### config.mk
export PLATFORM = sky130hd
export DESIGN_NAME = bit_debouncers
export DESIGN_NICKNAME = d
export VERILOG_FILES = /design/src/rtl/bit_debouncer.sv /design/src/rtl/bit_debouncers.sv
export SDC_FILE = /design/constraint.sdc
export NUM_CORES = 1
export LEC_CHECK = 0
export CORE_AREA = 2 2 39 41
export DETAILED_ROUTE_END_ITERATION = 16
export DIE_AREA = 0 0 41 43
export SLEW_MARGIN = 40
export SYNTH_ARGS = -nofsm -noshare
export SYNTH_HDL_FRONTEND = slang
export SYNTH_SLANG_ARGS = --single-unit
### constraint.sdc
create_clock -name clk_in -period 1.37 [get_ports clk_in]
set_input_delay 0.274 -clock clk_in [delete_from_list [all_inputs] [get_ports clk_in]]
set_output_delay 0.274 -clock clk_in [all_outputs]
set_load 0.01 [all_outputs]
### src/rtl/bit_debouncer.sv
// Single-bit debouncer: accepts a new level only after STABLE_CYCLES
// consecutive samples that differ from the current stable level, and
// emits one-cycle rise/fall pulses when the level changes.
module bit_debouncer #(
  parameter int unsigned STABLE_CYCLES = 16,
  parameter logic        RESET_LEVEL   = 1'b0
) (
  input  logic clk_in,
  input  logic rst_n_in,
  input  logic bit_in,
  output logic bit_out,
  output logic rise_out,
  output logic fall_out
);

  // Counter only needs to reach STABLE_CYCLES-1; keep at least one bit.
  localparam int unsigned CW = (STABLE_CYCLES > 1) ? $clog2(STABLE_CYCLES) : 1;
  localparam logic [CW-1:0] CNT_MAX = CW'(STABLE_CYCLES - 1);

  logic [CW-1:0] cnt_q;
  logic [CW-1:0] cnt_d;
  logic          level_d;
  logic          rise_d;
  logic          fall_d;

  // Next-state: restart on agreement, count on disagreement, accept at the limit.
  always_comb begin
    cnt_d   = '0;
    level_d = bit_out;
    rise_d  = 1'b0;
    fall_d  = 1'b0;
    if (bit_in != bit_out) begin
      if (cnt_q == CNT_MAX) begin
        level_d = bit_in;
        rise_d  = bit_in;
        fall_d  = ~bit_in;
      end else begin
        cnt_d = cnt_q + CW'(1);
      end
    end
  end

  // State, level and pulse registers; reset discards any partial count.
  always_ff @(posedge clk_in or negedge rst_n_in) begin
    if (!rst_n_in) begin
      cnt_q    <= '0;
      bit_out  <= RESET_LEVEL;
      rise_out <= 1'b0;
      fall_out <= 1'b0;
    end else begin
      cnt_q    <= cnt_d;
      bit_out  <= level_d;
      rise_out <= rise_d;
      fall_out <= fall_d;
    end
  end

endmodule

### src/rtl/bit_debouncers.sv
// Bank of WIDTH independent single-bit debouncers fed from the
// synchronizer stage.
module bit_debouncers #(
  parameter int unsigned      WIDTH         = 1,
  parameter int unsigned      STABLE_CYCLES = 16,
  parameter logic [WIDTH-1:0] RESET_LEVEL   = '0
) (
  input  logic             clk_in,
  input  logic             rst_n_in,
  input  logic [WIDTH-1:0] bits_in,
  output logic [WIDTH-1:0] bits_out,
  output logic [WIDTH-1:0] rise_out,
  output logic [WIDTH-1:0] fall_out
);

  // One debouncer per bit; no cross-bit interaction.
  for (genvar i = 0; i < int'(WIDTH); i++) begin : g_bit
    bit_debouncer #(
      .STABLE_CYCLES (STABLE_CYCLES),
      .RESET_LEVEL   (RESET_LEVEL[i])
    ) u_deb (
      .clk_in   (clk_in),
      .rst_n_in (rst_n_in),
      .bit_in   (bits_in[i]),
      .bit_out  (bits_out[i]),
      .rise_out (rise_out[i]),
      .fall_out (fall_out[i])
    );
  end

endmodule

==> impl_metrics.json, run 1 <==
{
  "worst_min_path_class": "input pin to asynchronous set/reset pin",
  "critPathArrivalTime_ns": 1.39,
  "cts-root-buf": "sky130_fd_sc_hd__clkbuf_4",
  "postRouteWirelength_um": 596,
  "tightest_slew_ns": 0.3319,
  "globalRoute.totalOverflow": 0,
  "switching_share_pct": 24.67,
  "antenna_violating_nets_post_route": 0,
  "final.period_utilization_pct": 91.26,
  "end_kind": "flop",
  "setup.worst_path.class": "flop to flop",
  "die_footprint_sq_mm": 0.001763,
  "cts_made_buffers": 3,
  "max_clock_freq_mhz": 799.8,
  "rows": 14,
  "outcome": "complete, no violations",
  "htree_levels": 1,
  "worstSetupStartpointType": "flop",
  "cp_slowest_cell": "sky130_fd_sc_hd__dfrtp_1",
  "synthesis.area_sq_um": 285.3,
  "nFillCells": 148,
  "netSwitchingPower_uw": 119.0,
  "timing.critical_path.cells": "ha_1 > a21o_1 > a311oi_1",
  "mapped_avg_cell_area_sq_um": 14.26,
  "grt_max_degree": 8,
  "final_layout_size_suffix_gt1_share_pct": 17.24,
  "synth_cell_types": 11,
  "num_antenna_cells": 0,
  "fin_ws_ns": 0.1197,
  "yosysSeqAreaShare_pct": 61.40,
  "chipHeight_um": 43,
  "num_io_pins": 6,
  "via_per_inst": 4.444,
  "layout_min_cycle_time_ns": 1.250,
  "initial_core_util_pct": 20.61,
  "clock_tree_from_tritoncts": "built",
  "routed_length_per_instance_um": 13.24,
  "power_frac_clock_pct": 39.1,
  "power_per_cell_area_mw_per_mm2": 1276,
  "dpl.hpwl_um": 419.9,
  "final_layout_setup_total_negative_slack_ns": 0,
  "mostFrequentLayoutCell": "sky130_fd_sc_hd__dfrtp_1",
  "cts.repair_timing.setup_buffer_count": 0,
  "intPower_uw": 363.3,
  "drv.max_cap_violation_count": 0,
  "global_route.usage.total_pct": 9.350,
  "power.share.combinational_pct": 11.0,
  "synth_warnings": 0,
  "post_cts.resized_instances": 3,
  "antenna_found_initial": 0,
  "final-max-slew-violation-count": 0,
  "critPathRequiredTime_ns": 1.51,
  "power.leakage_nw": 0.1779,
  "clock_path_buffers": 2,
  "worst_skew_pair_latency_ns": 0.25,
  "synth-seq-cells": 7,
  "core_sq_mm": 0.001384,
  "critPathMaxStageDelay_ns": 0.41,
  "final_cell_mix": "sky130_fd_sc_hd__dfrtp_1 (7), sky130_fd_sc_hd__nor3b_1 (3), sky130_fd_sc_hd__clkbuf_4 (3), sky130_fd_sc_hd__dlygate4sd2_1 (3)",
  "crit_fanout": 4,
  "die_w_um": 41,
  "cts_sinks": 7,
  "holdBufCountCts": 0,
  "wire_length_of_the_first_global_routing_pass_um": 993,
  "place_ws_ns": 0.04883,
  "flow.area_growth_from_synthesis_pct": 32.46,
  "via_count": 200,
  "power.share.sequential_pct": 49.9,
  "post_synth_inst_count": 20,
  "gp_congestion": 0.6467,
  "skew_ns": 0.003853,
  "final_count_of_negative_setup_slack_endpoints": 0,
  "port_buffers": 5,
  "vdd_drop_max_mv": 0.7047,
  "rsz0062_at_grt": "false",
  "remaining_drc_errors": 0,
  "detailedRoute.firstPassIterationCount": 3,
  "clk_pin_slew_worst_paths_ns": 0.05,
  "finish.net_count": 34,
  "first_global_vias": 210,
  "dr.first_iter.drc_count": 3,
  "worst_slew_margin_rel_pct": 77.71,
  "hold_viol": 0,
  "synthesis.nets": 24
}
-- flip-flops by register name, indices dropped and copies added (netlist names) --
| name | count |
|---|---|
| g_bit.u_deb.cnt_q | 4 |
| g_bit.u_deb.fall_out | 1 |
| g_bit.u_deb.rise_out | 1 |
| g_bit.u_deb.bit_out | 1 |
-- logic make-up after synthesis --
family / after synthesis / synth area share, %
AO/OA/AOI/OAI: 3 / 7.898
AND/OR/NAND/NOR: 6 / 14.91
flip-flops: 7 / 61.40
multiplexers: 1 / 5.262
adder cells (fa/ha/maj): 1 / 4.385
XOR/XNOR: 2 / 6.141
-- critical path, delay by kind of cell (launching register included) --
kind	cells	cell delay [ns]
AO/OA/AOI/OAI	2	0.46
flip-flops	1	0.41
adder cells (fa/ha/maj)	1	0.27
-- power by group through the flow --
stage | clock network [mW] | registers (mW) | logic [mW]
6_report | 0.188 | 0.241 | 0.0531
5_1_grt | 0.210 | 0.242 | 0.0587
2_1_floorplan | 0 | 0.241 | 0.0332
3_5_place_dp | 0 | 0.244 | 0.0539
3_3_place_gp | 0 | 0.242 | 0.0505
4_1_cts | 0.199 | 0.241 | 0.0541
-- per-layer routing --
metal	global-route usage, %	wire [um]	vias to the layer above
met4	4.000	0	0
li1	-	-	90
met5	0	0	-
met3	8.377	59	0
met2	10.94	273	9
met1	11.71	263	101
-- synth_stat cells --
cell type,n,area [sq um]
sky130_fd_sc_hd__dfrtp_1,7,175.2
sky130_fd_sc_hd__nor3b_1,3,22.52
sky130_fd_sc_hd__xnor2_1,2,17.52
sky130_fd_sc_hd__a21o_1,1,7.510
sky130_fd_sc_hd__a311oi_1,1,8.760
sky130_fd_sc_hd__a31oi_1,1,6.260
sky130_fd_sc_hd__ha_1,1,12.51
sky130_fd_sc_hd__mux2_4,1,15.01
sky130_fd_sc_hd__nand3_2,1,10.01
sky130_fd_sc_hd__nor2_1,1,3.750
sky130_fd_sc_hd__nor2b_1,1,6.260
-- through the flow --
step	hold slack [ns]	utilization, %	cell area [sq um]	total power, mW	instances
detailed placement	0.4960	25.68	355.3	0.2980	41
floorplan	-0.02159	-	285.3	0.2738	20
CTS	0.2819	27.31	377.9	0.4940	45
finish	0.2807	27.31	377.9	0.4823	45
global route	0.2907	27.31	377.9	0.5106	45
global placement	0.4729	25.68	355.3	0.2923	41
-- final cells by class --
type | count | area (sq um) | area share (%)
multi-input combinational | 13 | 110.1 | 29.14
sequential | 7 | 175.2 | 46.36
timing repair buffer | 5 | 46.29 | 12.25
clock buffer | 4 | 26.28 | 6.954
tap | 16 | 20.02 | 5.298
-- worst paths after layout --
| check | startpoint | endpoint | slack, ns | cells past startpoint |
|---|---|---|---|---|
| max | g_bit[0].u_deb.cnt_q[0] | g_bit[0].u_deb.cnt_q[3] | 0.12 | 3 |
| min | rst_n_in | g_bit[0].u_deb.cnt_q[0] | 0.28 | 1 |
| max reg2reg | g_bit[0].u_deb.cnt_q[0] | g_bit[0].u_deb.cnt_q[3] | 0.12 | 3 |
| min reg2reg | g_bit[0].u_deb.cnt_q[0] | g_bit[0].u_deb.cnt_q[0] | 0.51 | 1 |
| max in group asynchronous | rst_n_in | g_bit[0].u_deb.bit_out | 0.85 | 1 |
| min in group clk_in | g_bit[0].u_deb.cnt_q[0] | g_bit[0].u_deb.cnt_q[0] | 0.51 | 1 |
Note: power is estimated with default switching activity, not from simulation.
==> run 2: changes to the inputs <==
GPL_TIMING_DRIVEN = 0   (was default)
==> impl_metrics.json, run 2 (synthesis gave the netlist of run 1 again) <==
{
  "outcome": "complete, no violations",
  "max_flop_register": "g_bit.u_deb.cnt_q",
  "layout_min_cycle_time_ns": 1.218,
  "final_cell_mix": "sky130_fd_sc_hd__dfrtp_1 (7), sky130_fd_sc_hd__nor3b_1 (3), sky130_fd_sc_hd__clkbuf_4 (3), sky130_fd_sc_hd__dlygate4sd2_1 (3)",
  "antenna_found_initial": 0,
  "finish.net_count": 35,
  "max_clock_freq_mhz": 821.0,
  "grt_max_degree": 8,
  "rows": 14,
  "largest_register_ffs": 4,
  "global_route.usage.total_pct": 10.12,
  "clk_pin_slew_worst_paths_ns": 0.06,
  "antenna_violating_nets_post_route": 0,
  "core_sq_mm": 0.001384,
  "wire_length_of_the_first_global_routing_pass_um": 1083,
  "layout.area.seq_sq_um": 175.2,
  "finalPower_uw": 488.0,
  "clock_path_buffers": 2,
  "final.period_utilization_pct": 88.90,
  "gp_congestion": 0.6475,
  "end_kind": "flop",
  "worst_skew_pair_latency_ns": 0.25,
  "initial_core_util_pct": 20.61,
  "final_cells": 46,
  "hold_viol": 0,
  "skew_ns": 0.008022,
  "crit_fanout": 4,
  "remaining_drc_errors": 0,
  "die_w_um": 41,
  "routed_length_per_instance_um": 13.70,
  "power.leakage_nw": 0.1827,
  "port_buffers": 5,
  "final_count_of_negative_setup_slack_endpoints": 0,
  "fin_ws_ns": 0.1520,
  "final_layout_setup_total_negative_slack_ns": 0,
  "cts-root-buf": "sky130_fd_sc_hd__clkbuf_4",
  "worst_slew_margin_rel_pct": 78.33,
  "postRouteWirelength_um": 630,
  "drv.max_cap_violation_count": 0,
  "cts_sinks": 7,
  "htree_levels": 1,
  "worstSetupStartpointType": "flop",
  "nFillCells": 144,
  "via_count": 200,
  "mostFrequentLayoutCell": "sky130_fd_sc_hd__dfrtp_1",
  "final_layout_size_suffix_gt1_share_pct": 20.00,
  "holdBufCountCts": 0,
  "dr.first_iter.drc_count": 1,
  "multi_input_comb_area_sq_um": 110.1,
  "critPathRequiredTime_ns": 1.51,
  "die_footprint_sq_mm": 0.001763,
  "critPathArrivalTime_ns": 1.36,
  "final_non_filler_cell_area_sq_um": 385.4,
  "power_per_cell_area_mw_per_mm2": 1266,
  "via_per_inst": 4.348,
  "detailedRoute.firstPassIterationCount": 2,
  "cts_made_buffers": 3,
  "flow.area_growth_from_synthesis_pct": 35.09,
  "vdd_drop_max_mv": 0.6987,
  "num_antenna_cells": 0,
  "placed_inst_area_sq_um": 355.3,
  "setup.worst_path.class": "flop to flop",
  "final-max-slew-violation-count": 0,
  "num_io_pins": 6,
  "chipHeight_um": 43,
  "rsz0062_at_grt": "false",
  "first_global_vias": 233,
  "dpl.cell_count": 41,
  "place_ws_ns": 0.04655,
  "globalRoute.totalOverflow": 0,
  "worst_min_path_class": "input pin to asynchronous set/reset pin",
  "clock_tree_from_tritoncts": "built",
  "tightest_slew_ns": 0.3240
}
[run 2: stage by stage]
stage / util (%) / hold WS [ns]
5_1_grt: 27.85 / 0.3135
2_1_floorplan: - / -0.02159
6_report: 27.85 / 0.2773
4_1_cts: 27.85 / 0.2868
3_3_place_gp: 25.68 / 0.4751
3_5_place_dp: 25.68 / 0.4922
[run 2: worst paths after layout]
check	startpoint	to	slack (ns)	cells past startpoint
worst max-delay path	g_bit[0].u_deb.cnt_q[0]	g_bit[0].u_deb.bit_out	0.15	3
worst min-delay path	rst_n_in	g_bit[0].u_deb.cnt_q[1]	0.28	1
worst max register to register	g_bit[0].u_deb.cnt_q[0]	g_bit[0].u_deb.bit_out	0.15	3
worst min register to register	g_bit[0].u_deb.cnt_q[0]	g_bit[0].u_deb.cnt_q[0]	0.50	1
max in group asynchronous	rst_n_in	g_bit[0].u_deb.rise_out	0.84	1
min in group clk_in	g_bit[0].u_deb.cnt_q[0]	g_bit[0].u_deb.cnt_q[0]	0.50	1
[run 2: critical path: stages (launching register included)]
cell and delay (ns):
sky130_fd_sc_hd__dfrtp_1 0.41, sky130_fd_sc_hd__ha_1 0.26, sky130_fd_sc_hd__nand3_2 0.14, sky130_fd_sc_hd__mux2_4 0.31
[run 2: power by group]
group	internal, mW	total, mW	switching, mW	leakage [nW]
clock	0.111	0.192	0.0804	0.0150
sequential	0.223	0.240	0.0171	0.0929
combinational	0.0308	0.0562	0.0253	0.0748
total	0.365	0.488	0.123	0.183
[run 2: metal layers]
layer / GRT usage (%) / vias up / wire [um] / part of all wire (%)
met5: 0 / - / 0 / 0
met4: 2.000 / 0 / 0 / 0
met3: 8.901 / 0 / 75 / 12
met2: 15.00 / 9 / 306 / 49
met1: 10.56 / 99 / 248 / 39
li1: - / 92 / - / -
[run 2: final cells by class]
type	instances	share of cell area, %
Tap cell	16	5.195
Timing Repair Buffer	6	13.96
Sequential cell	7	45.45
Clock buffer	4	6.818
Multi-Input combinational cell	13	28.57
[run 2: repair_timing]
action,CTS,global route
setup endpoints to repair,3,0
gates resized for setup,3,0
buffers inserted,1,0
==> variant 1 (config.mk and constraints of run 2) <==
`STABLE_CYCLES` is set to 16 in 2 places; all go to 32.
--- a/src/rtl/bit_debouncer.sv
+++ b/src/rtl/bit_debouncer.sv
@@ -4,3 +4,3 @@
 module bit_debouncer #(
-  parameter int unsigned STABLE_CYCLES = 16,
+  parameter int unsigned STABLE_CYCLES = 32,
   parameter logic        RESET_LEVEL   = 1'b0
--- a/src/rtl/bit_debouncers.sv
+++ b/src/rtl/bit_debouncers.sv
@@ -4,3 +4,3 @@
   parameter int unsigned      WIDTH         = 1,
-  parameter int unsigned      STABLE_CYCLES = 16,
+  parameter int unsigned      STABLE_CYCLES = 32,
   parameter logic [WIDTH-1:0] RESET_LEVEL   = '0
Check against the original RTL: no difference found for any inputs over 10 cycles, from zero or initial values and one cycle with rst_n_in low; that may be too few to reach the edited logic, so the function may still have changed.
==> variant 1 against run 2 <==
- the run now ends with negative setup slack left
- cell count is 13% higher
- setup slack lost 170 ps
- total power is 4.7% lower
- wire length up 4.3%
- critical path depth up 2
- global-route usage rose by 0.58 points
- sequential share of layout area shrank 3.7 points
- count of clock-buffer cells in the layout fell by 1
- fmax decreased by 13%
- synthesized cell count is 20% higher
- final area is 24% higher
- area after synthesis rose by 18%
- sequential cell count increased by 1
==> variant 1: results (changes against run 2) <==
Timing
The worst clock skew is 1.338 ps (-6.684 ps). The worst max-slew margin expressed relative to the limit is 71.72% (-6.6 points). The number of setup violations in the final report is 2 (+2). The final worst setup slack is -22.04 ps (-174.1 ps).

The final worst hold slack came to 298.7 ps (+21.38 ps).

Final layout
g_bit.u_deb.cnt_q holds more flip-flops than any other register. The share of layout cells above drive strength 1 is 44.44% (+24 points). The flip-flop count of the largest register after layout was 5 (+1). The final net count is 43 (+23%).

Route
The average routed wire per standard cell is 12.63 um (-7.7%). The detailed-router iteration count before antenna repair is 3 (+1). The count of vias placed by the detailed router is 234 (+17%).

Status
The checks that failed: negative setup slack. The flow ran to the end, but the final reports show violations.

Worst setup path
The worst endpoint data arrival time is 1530 ps (+170 ps). The end of the critical path is g_bit[0].u_deb.cnt_q[3]$_DFF_PN0_. The worst reg2reg path depth is 5 (+2). The critical path startpoint is g_bit[0].u_deb.cnt_q[1]$_DFF_PN0_.

The maximum cell stage delay along the critical path is 390 ps (-20 ps). The maximum fanout along the worst path was 5 (+1).

Pwr
The clock network fraction of design power was 38.0% (-1.3 points). The highest ir drop seen on vdd came to 0.4247 mV (-39%). The portion of total power attributed to sequential cells is 53.6% (+4.4 points). The total leakage power came to 0.2379 nW (+30%).

Global routing
The via count of the first global-routing pass came to 268 (+15%). The maximum number of pins on one net before global-route repair is 9 (+1). The first-pass GRT wire length is 1166 um (+7.7%).

Logic synthesis
The synthesized net count is 29 (+21%). The number of distinct standard cells referenced by the synthesized netlist is 12 (+1). The share of synthesized cell area in full adder, half adder and majority cells is 7.463% (+3.1 points). In the post-synthesis netlist, the biggest area contributors are sky130_fd_sc_hd__dfrtp_1 60%, sky130_fd_sc_hd__ha_1 7.5%, sky130_fd_sc_hd__and3b_2 6.0%.

The multiplexer share of the synthesized area came to 3.358% (-1.9 points). The area fraction in compound gates after synthesis was 3.731% (-4.2 points). The synthesized-area fraction occupied by xor and xnor cells is 5.224% (-0.92 points).

Place
The post-detailed-placement cell area is 407.9 um^2 (+15%).
[variant 1: changes by cell type after synthesis, sizes merged, moves of 2 or more]
cell / change
nor3b: -3
nor3: +2
and2b: +2
and3b: +2
[variant 1: per-layer routing]
layer | GRT usage, % | vias to the layer above | wire [um]
met3 | 5.236 | 2 | 43
li1 | - | 113 | -
met2 | 14.69 | 6 | 339
met5 | 0 | - | 0
met1 | 12.16 | 113 | 264
met4 | 8.000 | 0 | 10
[variant 1: per-stage QoR]
step / util [%] / setup TNS [ps] / cells / setup WS (ps) / total power [mW]
after floorplan: - / 0 / 24 / 23.52 / 0.2672
after global placement: 29.48 / -239.5 / 45 / -79.61 / 0.2805
after detailed placement: 29.48 / -372.3 / 45 / -113.9 / 0.2835
after CTS: 32.64 / -84.61 / 49 / -84.61 / 0.4662
after global routing: 34.63 / -213.0 / 52 / -101.1 / 0.4894
final: 34.63 / -40.09 / 52 / -22.04 / 0.4652
[variant 1: area by class of cell]
cell class | instances | share of cell area [%]
clock buffer | 3 | 4.700
multi-input combinational | 16 | 33.42
sequential | 8 | 41.78
tap | 16 | 4.178
timing repair buffer | 9 | 15.93
[variant 1: cells by family (layout without fill, tap and decap cells)]
kind of cell | count (synthesis) | after routing
and+or+nand+nor | 9 | 9
DFF | 8 | 8
adders and majority gates | 2 | 2
AOI/OAI and AO/OA | 2 | 2
xor gates and xnor gates | 2 | 2
muxes | 1 | 1
buffers and inverters | 0 | 12
[variant 1: timing repair]
| action | CTS | global route |
|---|---|---|
| buffers inserted | 1 | 3 |
| endpoints found under the setup margin | 5 | 2 |
| pin swaps | 1 | 2 |
| gates resized for setup | 6 | 1 |
| gates cloned | 0 | 0 |
==> variant 2 (settings of run 2) <==
Made on the original files. Add an input register stage for `bits_in`, without a reset; this delays it by one clock.
--- a/src/rtl/bit_debouncers.sv
+++ b/src/rtl/bit_debouncers.sv
@@ -15,2 +15,8 @@
 
+  logic [WIDTH-1:0] bits_q;
+
+  always_ff @(posedge clk_in) begin
+      bits_q <= bits_in;
+  end
+
   // One debouncer per bit; no cross-bit interaction.
@@ -23,3 +29,3 @@
       .rst_n_in (rst_n_in),
-      .bit_in   (bits_in[i]),
+      .bit_in   (bits_q[i]),
       .bit_out  (bits_out[i]),
Behaviour: same outputs for any inputs over 10 cycles, from zero or initial values and one cycle with rst_n_in low; that may be too few to reach the edited logic, so the function may still have changed.
==> variant 2 against run 2 <==
- area after synthesis is 7.0% higher
- core utilization is 0.90 points higher
- sequential cell count is 1 higher
- wire length is 21% lower
- setup slack worse by 35 ps
- final area is 3.2% higher
- highest routed layer unchanged
Power is not compared: it rests on default switching activity, and its combinational part moved more than twofold at a synthesized area within 25%.
==> variant 2: results (changes against run 2) <==
Status
The run finished with clean final reports.

Final layout
The final net count was 35 (unchanged). The filler cell count is 146 (+1.4%). The share of layout cells above drive strength 1 is 16.67% (-3.3 points).

Route
The average routed wire per standard cell is 10.80 um (-21%). The detailed-router iteration count before antenna repair was 1 (-1). The number of DRC markers after the initial detailed-route iteration was 0 (-1). The detailed-route vias per instance is 4.174 (-4.0%).

Worst setup path
The maximum fanout along the worst path is 5 (+1). The slowest stage cell on the critical path is sky130_fd_sc_hd__dfrtp_1. The critical path starts at g_bit[0].u_deb.bit_out$_DFFE_PN0P_.

The worst endpoint data arrival time is 980 ps (-380 ps).

Timing
The worst clock skew is 6.298 ps (-1.724 ps). The final worst hold slack came to 275.5 ps (-1.861 ps). The worst max-slew margin expressed relative to the limit is 78.75% (+0.42 points).

Logic synthesis
By area the synthesized netlist is led by sky130_fd_sc_hd__dfrtp_1 57%, sky130_fd_sc_hd__nor3b_1 7.4%, sky130_fd_sc_hd__dfxtp_1 6.6%. The mean instance size in the synthesized netlist is 14.54 um^2 (+1.9%). The synthesized net count is 25 (+4.2%). The sequential share of the synthesized area came to 63.93% (+2.5 points).

By count the netlist is led by 7 x sky130_fd_sc_hd__dfrtp_1, 3 x sky130_fd_sc_hd__nor3b_1, 2 x sky130_fd_sc_hd__xnor2_1. The share of synthesized flip-flops with an asynchronous set or reset came to 87.50% (-13 points). The number of distinct standard cells referenced by the synthesized netlist is 12 (+1).

Place
The final weighted congestion in routability-driven placement was 0.6143 (-5.1%). The post-detailed-placement cell area is 375.4 um^2 (+5.6%). The count of placed standard cells including taps was 42 (+2.4%). The worst slack at placement came to 126.4 ps (+79.82 ps).

CTS
The maximum count of clock buffers along a single path is 2 (unchanged). The number of buffers inserted to repair setup after CTS is 0 (-1).

Global routing
The first-pass GRT wire length is 848 um (-22%). The via count of the first global-routing pass was 221 (-5.2%). The overall fraction of global-route tracks in use is 7.505% (-2.6 points).

Worst hold path
The path class of the tightest hold or removal check is primary input to async pin.
-- variant 2: timing repair --
item / in CTS / in global routing
resized for setup: 3 / 0
endpoints found under the setup margin: 3 / 0
hold endpoints to repair: 0 / 0
-- variant 2: layer usage --
layer	track usage, %	vias to the layer above	share of wire, %
met2	10.31	6	45
met3	2.618	0	7.8
met4	8.000	0	0
met5	0	-	0
met1	7.973	93	47
li1	-	93	-
-- variant 2: cell families (layout without fill, tap and decap cells) --
kind of cell / Yosys count / count (layout) / synth area share, %
and+or+nand+nor: 6 / 6 / 13.93
DFF: 8 / 8 / 63.94
buffers and inverters: 0 / 9 / 0
muxes: 1 / 1 / 4.917
adders and majority gates: 1 / 1 / 4.098
AOI/OAI and AO/OA: 3 / 3 / 7.380
xor gates and xnor gates: 2 / 2 / 5.739
-- variant 2: worst max path at each step --
stage                     slack (ps)                            endpoint  cells after the start
after floorplan                  220  g_bit[0].u_deb.bit_out$_DFFE_PN0P_                      3
after detailed placement         130                            bits_out                      1
final                            120                            bits_out                      1
after global placement           140                            bits_out                      1
after global routing              70                            bits_out                      1
after CTS                        110                            bits_out                      1
-- variant 2: cell type report --
cell class              instances  area share [%]
multi-input cells              13           27.67
well taps                      16           5.031
clock buffers                   4           6.604
flip-flops and latches          8           49.06
repair buffers                  5           11.64
-- variant 2: power by group through the flow --
stage	sequential, mW	combinational (mW)	clock, mW
CTS	0.253	0.0275	0.197
detailed placement	0.258	0.0271	0
finish	0.253	0.0264	0.193
global route	0.254	0.0299	0.218
floorplan	0.256	0.0156	0
global placement	0.257	0.0262	0
